### src/rtl/seg_pkg.sv
// Shared constants and types for the seven-segment display path.
package seg_pkg;

  typedef enum logic {BLANK, SHOW} scan_st_t;

  localparam int unsigned NDIG = 4;

  localparam logic [7:0] SEG_ZERO = 8'h3F;
  localparam logic [7:0] SEG_OFF  = 8'h00;

  // Active-high digit patterns, bit0=a .. bit6=g, bit7=dp.
  localparam logic [7:0] SEG_D0 = 8'h3F;
  localparam logic [7:0] SEG_D1 = 8'h06;
  localparam logic [7:0] SEG_D2 = 8'h5B;
  localparam logic [7:0] SEG_D3 = 8'h4F;
  localparam logic [7:0] SEG_D4 = 8'h66;
  localparam logic [7:0] SEG_D5 = 8'h6D;
  localparam logic [7:0] SEG_D6 = 8'h7D;
  localparam logic [7:0] SEG_D7 = 8'h07;
  localparam logic [7:0] SEG_D8 = 8'h7F;
  localparam logic [7:0] SEG_D9 = 8'h6F;

  // BCD digit to segment pattern; non-decimal codes render dark.
  function automatic logic [7:0] seg_digit(input logic [3:0] d);
    logic [7:0] p;
    case (d)
      4'd0:    p = SEG_D0;
      4'd1:    p = SEG_D1;
      4'd2:    p = SEG_D2;
      4'd3:    p = SEG_D3;
      4'd4:    p = SEG_D4;
      4'd5:    p = SEG_D5;
      4'd6:    p = SEG_D6;
      4'd7:    p = SEG_D7;
      4'd8:    p = SEG_D8;
      4'd9:    p = SEG_D9;
      default: p = SEG_OFF;
    endcase
    return p;
  endfunction

endpackage

### src/rtl/seg_lz_mask.sv
// Leading-zero suppress mask: a digit is hidden only if it and every more
// significant digit show a bare zero. Digit 0 is never hidden.
module seg_lz_mask
  import seg_pkg::*;
#(
  parameter bit LZB = 1'b0
) (
  input  logic [7:0]      f3,
  input  logic [7:0]      f2,
  input  logic [7:0]      f1,
  output logic [NDIG-1:0] mask
);

  logic s3, s2, s1;

  // Chain the zero tests from the most significant digit downwards.
  always_comb begin
    s3   = (f3 == SEG_ZERO);
    s2   = s3 && (f2 == SEG_ZERO);
    s1   = s2 && (f1 == SEG_ZERO);
    mask = LZB ? {s3, s2, s1, 1'b0} : '0;
  end

endmodule

### src/rtl/seg_scan_mux.sv
// Time-multiplexes four snapshotted segment patterns onto one bus with
// active-low anode enables and a dark gap before every digit.
module seg_scan_mux
  import seg_pkg::*;
#(
  parameter int unsigned BLANK_CYC = 16,
  parameter int unsigned SHOW_CYC  = 50000,
  parameter bit          LZB       = 1'b0,
  parameter bit          SEG_INV   = 1'b0
) (
  input  logic       TIMER,
  input  logic       BUTTON_N,
  input  logic [7:0] A0,
  input  logic [7:0] A1,
  input  logic [7:0] A2,
  input  logic [7:0] A3,
  output logic [7:0] SEG,
  output logic [3:0] AN
);

  localparam int unsigned MaxCyc = (BLANK_CYC > SHOW_CYC) ? BLANK_CYC : SHOW_CYC;
  localparam int unsigned CntW   = (MaxCyc > 1) ? $clog2(MaxCyc) : 1;
  localparam logic [CntW-1:0] BlankLast = CntW'(BLANK_CYC - 1);
  localparam logic [CntW-1:0] ShowLast  = CntW'(SHOW_CYC - 1);
  localparam logic [7:0]      SegMask   = {8{SEG_INV}};

  scan_st_t        st_q, st_d;
  logic [1:0]      idx_q, idx_d;
  logic [CntW-1:0] cnt_q, cnt_d;
  logic [7:0]      frame_q [NDIG];
  logic [7:0]      frame_d [NDIG];
  logic [3:0]      an_q, an_d;
  logic [7:0]      seg_q, seg_d;
  logic [NDIG-1:0] lz_mask;
  logic            snap;

  // Mask is taken from the next frame contents so it lines up with the
  // registered outputs below.
  seg_lz_mask #(
    .LZB (LZB)
  ) u_lz_mask (
    .f3   (frame_d[3]),
    .f2   (frame_d[2]),
    .f1   (frame_d[1]),
    .mask (lz_mask)
  );

  // State, counter and frame registers.
  always_ff @(posedge TIMER or negedge BUTTON_N) begin
    if (!BUTTON_N) begin
      st_q    <= BLANK;
      idx_q   <= 2'd0;
      cnt_q   <= '0;
      frame_q <= '{default: SEG_OFF};
    end else begin
      st_q    <= st_d;
      idx_q   <= idx_d;
      cnt_q   <= cnt_d;
      frame_q <= frame_d;
    end
  end

  // Next-state: blank/show phase sequencing plus the once-per-frame snapshot.
  always_comb begin
    st_d    = st_q;
    idx_d   = idx_q;
    cnt_d   = cnt_q + CntW'(1);
    frame_d = frame_q;
    snap    = (st_q == BLANK) && (idx_q == 2'd0) && (cnt_q == '0);
    if (snap) begin
      frame_d[0] = A0;
      frame_d[1] = A1;
      frame_d[2] = A2;
      frame_d[3] = A3;
    end
    unique case (st_q)
      BLANK: begin
        if (cnt_q == BlankLast) begin
          st_d  = SHOW;
          cnt_d = '0;
        end
      end
      SHOW: begin
        if (cnt_q == ShowLast) begin
          st_d  = BLANK;
          cnt_d = '0;
          idx_d = idx_q + 2'd1;
        end
      end
      default: begin
        st_d  = BLANK;
        cnt_d = '0;
      end
    endcase
  end

  // Output decode from the next state so SEG/AN can be registered glitch-free
  // and still change on the same edge as the state.
  always_comb begin
    an_d  = 4'b1111;
    seg_d = SEG_OFF ^ SegMask;
    if (st_d == SHOW) begin
      seg_d = frame_d[idx_d] ^ SegMask;
      if (!lz_mask[idx_d]) begin
        an_d = ~(4'b0001 << idx_d);
      end
    end
  end

  // Output registers; reset darkens the display without waiting for a clock.
  always_ff @(posedge TIMER or negedge BUTTON_N) begin
    if (!BUTTON_N) begin
      an_q  <= 4'b1111;
      seg_q <= SEG_OFF ^ SegMask;
    end else begin
      an_q  <= an_d;
      seg_q <= seg_d;
    end
  end

  assign AN  = an_q;
  assign SEG = seg_q;

endmodule

### config.mk
export PLATFORM = sky130hd
export DESIGN_NAME = seg_scan_mux
export DESIGN_NICKNAME = d
export VERILOG_FILES = /design/src/rtl/seg_pkg.sv /design/src/rtl/seg_lz_mask.sv /design/src/rtl/seg_scan_mux.sv
export SDC_FILE = /design/constraint.sdc
export NUM_CORES = 1
export LEC_CHECK = 0
export ABC_CLOCK_PERIOD_IN_PS = 2940
export CAP_MARGIN = 20
export CORE_MARGIN = 3
export CORE_UTILIZATION = 46
export DETAILED_ROUTE_END_ITERATION = 12
export PLACE_DENSITY = 0.67
export SLEW_MARGIN = 0
export SYNTH_ARGS = -nofsm -noshare
export SYNTH_HDL_FRONTEND = slang
export SYNTH_HIERARCHICAL = 1
export SYNTH_SLANG_ARGS = --single-unit
### constraint.sdc
create_clock -name TIMER -period 2.94 [get_ports TIMER]
set_clock_uncertainty 0.05 [all_clocks]
set_input_delay 0.294 -clock TIMER [delete_from_list [all_inputs] [get_ports TIMER]]
set_output_delay 0.294 -clock TIMER [all_outputs]
set_load 0.005 [all_outputs]
Yosys cells after proc, flatten, opt, wreduce, memory -nomap -nowiden
Index checks and enable logic that the tools add are counted.

Bits in writable memories: 0. Bits in registers: 63. Output and inout bits: 12. Bits in latches: 0. Input bits: 34. Bits in read-only memories: 0. Word-level logic and storage cells: 40. Memories: 0.

Bitwise logic cells: 3. Magnitude comparators: 2. Mux-type cells: 17. Reductions and logical operators: 4. Add/sub/neg operators: 2. Shifts and indexed selects: 1. Multiply operators: 0. Eq/ne operators: 2. Div/mod/pow operators: 0.

Operators by type and width (count): 2-to-1 mux 16 bit (2); 2-to-1 mux 32 bit (1); case mux 16 bit (2 select lines) (1); 2-to-1 mux 8 bit (3); adder 16 x 1 -> 16 bit, second input constant (1); binary-select mux 8 bit (select 2 bit) (1); == test 16 bit, second input constant (1); == test 16 x 4 -> 1 bit, second input constant (1); logical NOT 16 bit (1); 2-to-1 mux 4 bit (2); 2-to-1 mux 2 bit (2); inverter 4 bit (1); << shifter 1 x 2 -> 4 bit, first input constant (1); >= comparator 3 bit, second input constant (1); < comparator 2 x 3 -> 1 bit, second input constant (1); 2-to-1 mux 1 bit (3); inverter 2 -> 3 bit (1); adder 2 x 1 -> 2 bit, second input constant (1); binary-select mux 1 bit (select 2 bit) (1); logical AND 1 bit (2); logical NOT 2 bit (1); case mux 1 bit (2 select lines) (1); inverter 1 bit (1).

Logic depth before layout (Yosys ltp)
Gate-level depths: netlist of the first run.

Word-level depth: 8. Gate-level depth with buffers: 8. Mapped depth without buffers: 7.

Cells and area by module
The synthesis of the first run kept the hierarchy.

Modules (own cells, without submodules): seg_scan_mux (times used 1, area each 2690.1 um^2, seq. area each 1581.5 um^2, cells an instance 199); seg_lz_mask (times used 1, area each 33.8 um^2, seq. area each 0.0 um^2, cells an instance 5).

Least setup slack after synthesis of the first run
Ideal clock, no wire load.

Kind: register -> register. From: register cnt_q[9]. To: register seg_q[2], in the netlist SEG[2]. Required time: 2757 ps. Data arrival time: 2286 ps. Slack: 471 ps. Buffers on the path: 1. Cell stages (with the launch flop): 8. Clock period less this slack: 2469 ps. Path through: dfrtp_1 > or4_1 > or3_4 > nor3_4 > buf_6 > mux2_2 > mux2i_1 > o22ai_1.

RTL lines: start, declared (line seg_scan_mux.sv:29) `logic [CntW-1:0] cnt_q, cnt_d;`; start signal, assigned (line seg_scan_mux.sv:58) `cnt_q <= cnt_d;`; end signal, assigned (line seg_scan_mux.sv:114) `seg_q <= SEG_OFF ^ SegMask;`; end signal, assigned (line seg_scan_mux.sv:117) `seg_q <= seg_d;`; end, declared (line seg_scan_mux.sv:33) `logic [7:0] seg_q, seg_d;`.

==> results.ini, run 1 <==
[outcome]
status = finished clean

[routing]
avgViaCountPerCell = 5.01
ant_nets = 0
route.detailed.drc = 0
first_iter_violations = 47
drt_wl_total_mm = 5.07
firstDrtPassIters = 4
wire_per_inst_um = 15.0
vias = 1689

[synth]
synthMuxAreaShare = 0.195
synth_top_family_by_area = multiplexers
avgSynthCellArea_um2 = 13.4
syn_inst = 204
synth_simple_gate_area_frac = 0.0951
synthDistinctLibCells = 32
synthXorXnorAreaFrac = 0.0551
netlist_area_mm2 = 0.00272
yosysWarnings = 6
ys_seq_area_frac = 0.581
synth_adder_area_share = 0.0138
synth-seq-cells = 63
synth_compound_area_frac = 0.0230

[place]
placed_cells = 320
port_buffers = 45
finalWeightedCongestion = 0.791
dp_hpwl_mm = 3.55
dpl-instance-area_mm2 = 0.00326

[critical_path]
rrSetupSlack_ns = 0.35
r2r_cells = 7
start_kind = flip-flop
r2r_end = SEG[1]$_DFF_PN0_
cpPeakStageDelay_ns = 0.54
crit_path_max_fanout = 32
worstPathRequired_ns = 3.08
critPathKind = reg2reg
worstPathCellList = or4_1, or3_4, nor3_4, buf_12, mux2_1, mux2i_1, o22ai_1
crit_arrival_ns = 2.73
slowest_stage = or4_1
crit_path_end_kind = flip-flop
r2r_start = cnt_q[8]$_DFF_PN0_

[clocking]
clk_path_buf_depth = 2
cts_tree = built
clockRootBuffer = clkbuf_8
clkSinkCount = 63
worstSkewPairLatency_ns = 0.33
path_clk_slew_ns = 0.07
htreeDepth = 3
cts_buffers = 9

[timing]
final_hold_viol_count = 0
max_freq_ghz = 0.386
holdWs_ns = 0.384
period_share = 0.881
tightest_slew_ns = 0.554
setup_viol = 0
slew_viol_final = 0
min_period_ns = 2.59
rsz0062_at_grt = false
slew_headroom = 0.630
timing.setup.tns_ns = 0

[cells_and_area]
final_cells = 337
layout_common_cells = dfrtp_1, clkdlybuf4s50_1, mux2_1, mux2i_1
final_common_cell = dfrtp_1
diodes = 0
nFillCells = 473
syn_to_final_growth_pct = 26.3
final_layout_size_suffix_gt1_frac = 0.128
nNetsFinal = 297
design_area_mm2 = 0.00344
final_util = 0.613

[power]
p_leak_uw = 0.00158
power_density_mw_per_mm2 = 486
max-vdd-ir-drop_uv = 251

[grt]
grtUsageTotal = 0.160
grt_pass1_wl_mm = 8.60
antenna_found_initial = 0
grt_pass1_vias = 1762
grt_start_max_net_pins = 33
gr-total-overflow = 0

[floorplan]
core-area_mm2 = 0.00561
die_x_um = 83.0
top_level_ports = 46
die_y_um = 83.0
rows = 27
die_area_mm2 = 0.00688
start_util = 0.486

[hold_path]
hold_path.class = in2async

[run]
cap_violations = 0

registers in the layout (all words and copies together), names as in the netlist:
| signal | flops |
|---|---|
| frame_q | 32 |
| cnt_q | 16 |
| SEG | 8 |
| AN | 4 |
| idx_q | 2 |
| st_q | 1 |
synth_stat cells:
library cell  number  share of area
a21oi_1            1         0.0018
and2_1             1         0.0023
and3_1             1         0.0023
and4_1             1         0.0032
buf_4              5          0.014
buf_6              3          0.012
clkbuf_1           1         0.0014
conb_1             1         0.0014
dfrtp_1           59           0.54
dfstp_2            4          0.039
ha_1               3          0.014
inv_1              6         0.0083
mux2_1            24          0.099
mux2_2             9          0.037
mux2i_1           16          0.059
nand2_1            8          0.011
nand3_1            6          0.011
nand4_1            6          0.014
nor2_1            11          0.015
nor2b_1            1         0.0023
nor3_1             4         0.0073
nor3_4             1         0.0060
nor4_1             1         0.0023
o21a_1             1         0.0028
o22ai_1            8          0.018
or2_1              1         0.0023
or3_1              4         0.0092
or3_4              1         0.0041
or4_1              1         0.0028
xnor2_1            4          0.013
xnor2_4            1          0.010
xor2_1            10          0.032
what timing repair did:
action,CTS,global route
hold buffers,1,0
endpoints found under the hold margin,16,0
gates resized for setup,0,0
buffers inserted,0,0
worst max path at each step:
stage                  startpoint                to  cells past startpoint
4_1_cts        cnt_q[9]$_DFF_PN0_  SEG[1]$_DFF_PN0_                      7
2_1_floorplan  cnt_q[9]$_DFF_PN0_  SEG[2]$_DFF_PN0_                      7
3_3_place_gp   cnt_q[9]$_DFF_PN0_  SEG[5]$_DFF_PN0_                      7
5_1_grt        cnt_q[4]$_DFF_PN0_  SEG[5]$_DFF_PN0_                      7
3_5_place_dp   cnt_q[8]$_DFF_PN0_  SEG[1]$_DFF_PN0_                      7
6_report       cnt_q[8]$_DFF_PN0_  SEG[1]$_DFF_PN0_                      7
area by class of cell:
cell class / instances / area (µm²) / area share
flip-flops and latches: 63 / 1580 / 0.460
multi-input cells: 129 / 1060 / 0.307
repair buffers: 51 / 518 / 0.151
clock buffers: 15 / 166 / 0.0484
well taps: 72 / 90.1 / 0.0262
inverters: 6 / 22.5 / 0.00655
clock inverters: 1 / 5.00 / 0.00146
power breakdown:
group / total (µW) / switching [µW] / internal [µW]
registers: 903 / 6.87 / 896
logic: 113 / 42.4 / 70.4
clock network: 655 / 303 / 353
total: 1670 / 352 / 1320
kinds of logic after synthesis:
logic type	Yosys count
buf+inv	15
other cells	1
xor+xnor	15
compound gates	10
mux	49
simple gates	48
fa+ha+maj	3
flops	63
metal layers:
layer | track usage | wire length (µm) | vias to the layer above
met2 | 0.233 | 2350 | 33
met1 | 0.219 | 2410 | 829
li1 | - | - | 818
met5 | 0 | 0 | -
met3 | 0.0427 | 204 | 9
met4 | 0.0802 | 107 | 0
worst max-delay path, delay by kind of cell (launching register included):
| family | cells | cell delay, ns |
|---|---|---|
| AOI/OAI and AO/OA | 1 | 0.10 |
| buffers and inverters | 1 | 0.23 |
| DFF | 1 | 0.43 |
| muxes | 2 | 0.52 |
| and+or+nand+nor | 3 | 1.11 |
per-stage QoR:
stage / power, µW / setup WS, ns
5_1_grt: 1750 / 0.155
3_5_place_dp: 1030 / 0.360
4_1_cts: 1690 / 0.353
2_1_floorplan: 952 / 0.471
3_3_place_gp: 1030 / 0.394
6_report: 1670 / 0.349
Power figures use the tool's default switching activity.
==> run 2, diff against run 1 <==
--- a/config.mk
+++ b/config.mk
@@ -5,11 +5,11 @@
 export SDC_FILE = /design/constraint.sdc
 export NUM_CORES = 1
 export LEC_CHECK = 0
-export ABC_CLOCK_PERIOD_IN_PS = 2940
 export CAP_MARGIN = 20
 export CORE_MARGIN = 3
 export CORE_UTILIZATION = 46
 export DETAILED_ROUTE_END_ITERATION = 12
+export GPL_TIMING_DRIVEN = 0
 export PLACE_DENSITY = 0.67
 export SLEW_MARGIN = 0
 export SYNTH_ARGS = -nofsm -noshare
==> constraint.sdc (replaced) <==
create_clock -name TIMER -period 2.94 [get_ports TIMER]
set_clock_uncertainty 0.05 [all_clocks]
set_input_delay 0.294 -clock TIMER [delete_from_list [all_inputs] [get_ports TIMER]]
set_output_delay 0.294 -clock TIMER [all_outputs]
set_load 0.01 [all_outputs]
==> results.ini, run 2 (synthesis gave the netlist of run 1 again) <==
[outcome]
status = finished with violations
failed_checks = negative hold slack

[grt]
grtUsageTotal = 0.167  ; +0.00692
grt_pass1_vias = 1923  ; +9.1%
grt_start_max_net_pins = 64  ; +94%
antenna_found_initial = 0  ; unchanged
grt_pass1_wl_mm = 9.04  ; +5.1%
gr-total-overflow = 0  ; unchanged

[cells_and_area]
largest_register_ffs = 32  ; unchanged
regArea_mm2 = 0.00158  ; unchanged
nFillCells = 479  ; +1.3%
final_layout_size_suffix_gt1_frac = 0.153  ; +0.0247
diodes = 0  ; unchanged
regMostFlops = frame_q
nNetsFinal = 300  ; +1.0%
design_area_mm2 = 0.00350  ; +1.9%
layout_common_cells = dfrtp_1, clkdlybuf4s50_1, mux2_1, mux2i_1
final_common_cell = dfrtp_1
multi_input_area_mm2 = 0.00106  ; unchanged
syn_to_final_growth_pct = 28.7

[power]
power_density_mw_per_mm2 = 533  ; +9.7%
netSwitchingPower_uw = 379  ; +7.8%
power_frac_comb = 0.062  ; -0.006
power_frac_seq = 0.483  ; -0.057
swShare = 0.203  ; -0.00764
max-vdd-ir-drop_uv = 346  ; +37%
p_int_uw = 1490  ; +13%
clock_power_share = 0.455  ; +0.063
power_uw = 1870  ; +12%
p_leak_uw = 0.00162  ; +2.0%

[routing]
firstDrtPassIters = 4  ; unchanged
ant_nets = 0  ; unchanged
first_iter_violations = 59  ; +26%
route.detailed.drc = 0  ; unchanged
drt_wl_total_mm = 5.01  ; -1.2%
avgViaCountPerCell = 5.07  ; +1.1%
vias = 1723  ; +2.0%
wire_per_inst_um = 14.7  ; -2.0%

[clocking]
clk_path_buf_depth = 2  ; unchanged
clkSinkCount = 63  ; unchanged
postCtsSetupBuffers = 0  ; unchanged
cts_buffers = 9  ; unchanged
clockRootBuffer = clkbuf_8
hold_buffers = 0  ; -1
path_clk_slew_ns = 0.07  ; about the same
cts_tree = built
cts_resized = 0  ; unchanged
htreeDepth = 3  ; unchanged
worstSkewPairLatency_ns = 0.33  ; about the same

[critical_path]
cpPeakStageDelay_ns = 0.56  ; +0.02 ns
worstPathRequired_ns = 3.08  ; about the same
worstPathCellList = or4_1, or3_4, nor3_4, buf_6, mux2_1, mux2i_1, o22ai_1
path_delay_family = simple AND/OR/NAND/NOR gates
critPathKind = reg2reg
rrSetupSlack_ns = 0.22  ; -0.13 ns
slowest_stage = or4_1
start_kind = flip-flop
cp_num_buf_inv = 1  ; unchanged
crit_arrival_ns = 2.86  ; +0.13 ns
crit_path_max_fanout = 10  ; -69%
crit_path_end_kind = flip-flop

[floorplan]
start_util = 0.486  ; unchanged
die_area_mm2 = 0.00688  ; unchanged
die_x_um = 83.0  ; unchanged
rows = 27  ; unchanged
top_level_ports = 46  ; unchanged
die_y_um = 83.0  ; unchanged
core-area_mm2 = 0.00561  ; unchanged

[timing]
slew_headroom = 0.469  ; -0.161
fin_ws_ns = 0.219  ; -0.130 ns
setup_viol = 0  ; unchanged
slew_viol_final = 0  ; unchanged
final_hold_viol_count = 12  ; +12
tightest_slew_ns = 0.797  ; +0.242 ns
min_period_ns = 2.72  ; +0.130 ns
holdWs_ns = -0.0177  ; -0.402 ns
rsz0062_at_grt = false
max_freq_ghz = 0.368  ; -4.8%
period_share = 0.926  ; +0.0441

[run]
cap_violations = 0  ; unchanged

[place]
finalWeightedCongestion = 0.807  ; +2.1%
dp_hpwl_mm = 3.44  ; -3.2%
dpl-instance-area_mm2 = 0.00327  ; +0.46%
dp_worst_setup_slack_ns = 0.210  ; -0.150 ns
port_buffers = 45  ; unchanged

[hold_path]
hold_path.class = in2async

## run 2: metal layers
layer,share of wire,track usage,up-vias
li1,-,-,830
met1,0.50,0.218,851
met2,0.45,0.257,36
met3,0.037,0.0387,6
met4,0.014,0.0892,0
met5,0,0,-
## run 2: final timing paths
| kind | from | endpoint | cells after the start |
|---|---|---|---|
| hold reg to reg | frame_q[18]$_DFF_PN0_ | frame_q[18]$_DFF_PN0_ | 1 |
| min in group TIMER | frame_q[18]$_DFF_PN0_ | frame_q[18]$_DFF_PN0_ | 1 |
| setup reg to reg | cnt_q[9]$_DFF_PN0_ | SEG[2]$_DFF_PN0_ | 7 |
| max in group asynchronous | BUTTON_N | cnt_q[11]$_DFF_PN0_ | 1 |
| setup / recovery | cnt_q[9]$_DFF_PN0_ | SEG[2]$_DFF_PN0_ | 7 |
| hold / removal | BUTTON_N | frame_q[1]$_DFF_PN0_ | 1 |
## run 2: cell type report
cell class | count | share of cell area
Sequential cell | 63 | 0.451
Buffer | 9 | 0.0214
Clock buffer | 11 | 0.0432
Tap cell | 72 | 0.0257
Timing Repair Buffer | 45 | 0.128
Inverter | 6 | 0.00643
Clock inverter | 5 | 0.0228
Multi-Input combinational cell | 129 | 0.301
## run 2: power groups by stage
stage,Clock [µW],Sequential [µW],Combinational [µW]
after floorplan,0,920,35.2
after global placement,0,918,118
after detailed placement,0,918,118
after CTS,874,902,119
after global routing,908,904,129
final,850,902,116
## run 2: through the flow
stage	utilization	std cells	setup TNS [ns]
6_report	0.625	340	0
3_5_place_dp	0.584	324	0
4_1_cts	0.625	340	0
2_1_floorplan	-	207	0
5_1_grt	0.625	340	0
3_3_place_gp	0.584	324	-31.04
## run 2: worst reg2reg max path: cells and delay by family (launching register included)
kind | cells | cell delay [ns]
buffers and inverters | 1 | 0.22
flip-flops | 1 | 0.43
AND/OR/NAND/NOR | 3 | 1.24
multiplexers | 2 | 0.55
AO/OA/AOI/OAI | 1 | 0.10
==> run 3, diff against run 2 <==
--- a/config.mk
+++ b/config.mk
@@ -10,7 +10,7 @@
 export CORE_UTILIZATION = 46
 export DETAILED_ROUTE_END_ITERATION = 12
 export GPL_TIMING_DRIVEN = 0
-export PLACE_DENSITY = 0.67
+export PLACE_DENSITY = 0.69
 export SLEW_MARGIN = 0
 export SYNTH_ARGS = -nofsm -noshare
 export SYNTH_HDL_FRONTEND = slang
==> constraint.sdc (replaced) <==
create_clock -name TIMER -period 2.5 [get_ports TIMER]
set_clock_uncertainty 0.05 [all_clocks]
set_input_delay 0.25 -clock TIMER [delete_from_list [all_inputs] [get_ports TIMER]]
set_output_delay 0.25 -clock TIMER [all_outputs]
set_load 0.01 [all_outputs]
==> results.ini, run 3 (synthesis gave the netlist of run 1 again) <==
[clocking]
cts_tree = built
htreeDepth = 3  ; unchanged
worstSkewPairLatency_ns = 0.33  ; about the same
cts_buffers = 9  ; unchanged
clk_path_buf_depth = 2  ; unchanged
clockRootBuffer = clkbuf_8
path_clk_slew_ns = 0.06  ; about the same
clkSinkCount = 63  ; unchanged

[floorplan]
die_area_mm2 = 0.00688  ; unchanged
rows = 27  ; unchanged
die_y_um = 83.0  ; unchanged
core-area_mm2 = 0.00561  ; unchanged
start_util = 0.486  ; unchanged
die_x_um = 83.0  ; unchanged
top_level_ports = 46  ; unchanged

[grt]
grt_pass1_wl_mm = 9.01  ; -0.31%
gr-total-overflow = 0  ; unchanged
grt_start_max_net_pins = 64  ; unchanged
antenna_found_initial = 0  ; unchanged
grtUsageTotal = 0.168  ; +0.00169
grt_pass1_vias = 1895  ; -1.5%

[critical_path]
crit_arrival_ns = 2.68  ; -0.18 ns
start_kind = flip-flop
r2r_cells = 8  ; +1
worstPathRequired_ns = 2.64  ; -0.44 ns
crit_path_end_kind = flip-flop
startpoint = cnt_q[9]$_DFF_PN0_
critPathKind = reg2reg
rrSetupSlack_ns = -0.04  ; -0.26 ns
crit_path_end = SEG[3]$_DFF_PN0_
r2r_end = SEG[3]$_DFF_PN0_
r2r_start = cnt_q[9]$_DFF_PN0_
crit_path_max_fanout = 8  ; -2

[cells_and_area]
layout_common_cells = dfrtp_1, clkdlybuf4s50_1, mux2_4, mux2i_1, buf_4
largest_register_ffs = 32  ; unchanged
regMostFlops = frame_q
final_layout_size_suffix_gt1_frac = 0.264  ; +0.111
syn_to_final_growth_pct = 35.7
nFillCells = 429  ; -10%
nNetsFinal = 311  ; +3.7%
diodes = 0  ; unchanged
final_common_cell = dfrtp_1

[timing]
tightest_slew_ns = 0.780  ; -0.0162 ns
final_hold_viol_count = 0  ; -12
max_freq_ghz = 0.394  ; +7.2%
holdWs_ns = 0.434  ; +0.452 ns
min_period_ns = 2.54  ; -0.182 ns
slew_viol_final = 0  ; unchanged
fin_ws_ns = -0.0394  ; -0.258 ns
setup_viol = 8  ; +8
period_share = 1.02  ; +0.0903
rsz0062_at_grt = true
slew_headroom = 0.480  ; +0.0108

[hold_path]
hold_path.class = reg2reg

[outcome]
failed_checks = negative setup slack
status = finished with violations

[power]
power_frac_comb = 0.079  ; +0.017
power_frac_seq = 0.540  ; +0.057
power_uw = 1970  ; +5.4%
netSwitchingPower_uw = 414  ; +9.1%
p_leak_uw = 0.00171  ; +5.5%
swShare = 0.210  ; +0.00717
max-vdd-ir-drop_uv = 321  ; -7.0%
p_int_uw = 1560  ; +4.5%
clock_power_share = 0.381  ; -0.074
power_density_mw_per_mm2 = 533  ; about the same

[place]
dp_worst_setup_slack_ns = -0.252  ; -0.463 ns
finalWeightedCongestion = 0.786  ; -2.6%
port_buffers = 45  ; unchanged
dp_hpwl_mm = 3.55  ; +3.2%

[routing]
ant_nets = 0  ; unchanged
avgViaCountPerCell = 5.08  ; +0.19%
wire_per_inst_um = 16.1  ; +9.2%
firstDrtPassIters = 4  ; unchanged
vias = 1772  ; +2.8%
route.detailed.drc = 0  ; unchanged
drt_wl_total_mm = 5.62  ; +12%
first_iter_violations = 42  ; -29%

[run]
cap_violations = 0  ; unchanged

-- run 3: changes by cell type in the layout (fill, tap and decap cells not counted), moves of 3 or more --
| cell | previous run | this run |
|---|---|---|
| mux2_4 | 0 | 21 |
| mux2i_1 | 16 | 13 |
| buf_4 | 6 | 12 |
| mux2i_2 | 0 | 3 |
| buf_12 | 0 | 3 |
| mux2_1 | 24 | 4 |
-- run 3: worst max-delay path, stage by stage (launching register included) --
cell     delay (ns)
dfrtp_1        0.39
or4_4          0.54
or3_4          0.36
nor3_4         0.16
buf_12         0.17
buf_6          0.15
mux2_4         0.32
mux2i_2        0.17
o22ai_1        0.10
-- run 3: how the worst min path moves through the flow --
stage                          startpoint                     to  slack [ns]  cells past startpoint
floorplan                        BUTTON_N       SEG[0]$_DFF_PN0_        -0.1                      0
global placement    frame_q[16]$_DFF_PN0_  frame_q[16]$_DFF_PN0_        0.42                      1
detailed placement               BUTTON_N  frame_q[27]$_DFF_PN0_        0.34                      1
CTS                  frame_q[8]$_DFF_PN0_   frame_q[8]$_DFF_PN0_        0.43                      1
global route        frame_q[29]$_DFF_PN0_  frame_q[29]$_DFF_PN0_        0.45                      1
finish              frame_q[16]$_DFF_PN0_  frame_q[16]$_DFF_PN0_        0.43                      1
-- run 3: power by group through the flow --
stage | clock network (µW) | logic, µW | registers (µW)
after global routing | 820 | 171 | 1070
after floorplan | 0 | 41.4 | 1080
after global placement | 0 | 138 | 1080
after detailed placement | 0 | 139 | 1080
final | 751 | 156 | 1060
after CTS | 771 | 145 | 1060
-- run 3: layout make-up --
type | instances | area, µm² | area share
plain buffers | 9 | 92.6 | 0.0251
clock buffers | 13 | 159 | 0.0430
clock inverters | 1 | 5.00 | 0.00135
inverters | 6 | 22.5 | 0.00609
multi-input cells | 129 | 1160 | 0.313
flip-flops and latches | 63 | 1580 | 0.428
well taps | 72 | 90.1 | 0.0244
repair buffers | 56 | 588 | 0.159
-- run 3: metal layers --
metal  share of wire  track usage
met3           0.037       0.0387
met5               0            0
met1            0.46        0.211
met2            0.48        0.271
met4           0.022       0.0892
-- run 3: timing repair --
item / 4_1_cts / 5_1_grt
endpoints found under the hold margin: 59 / 0
endpoints found under the setup margin: 8 / 10
gates cloned: 1 / 2
hold buffers: 1 / 0
resized for setup: 16 / 27
pin swaps: 2 / 1
setup buffers: 7 / 0
-- run 3: through the flow --
| stage | instances | util | instance area [µm²] | setup TNS, ns |
|---|---|---|---|---|
| 3_3_place_gp | 324 | 0.584 | 3280 | -56.67 |
| 6_report | 349 | 0.659 | 3700 | -0.124 |
| 3_5_place_dp | 324 | 0.584 | 3270 | -1.63 |
| 2_1_floorplan | 207 | - | 2740 | 0 |
| 4_1_cts | 347 | 0.637 | 3570 | -0.0317 |
| 5_1_grt | 349 | 0.659 | 3700 | -0.737 |
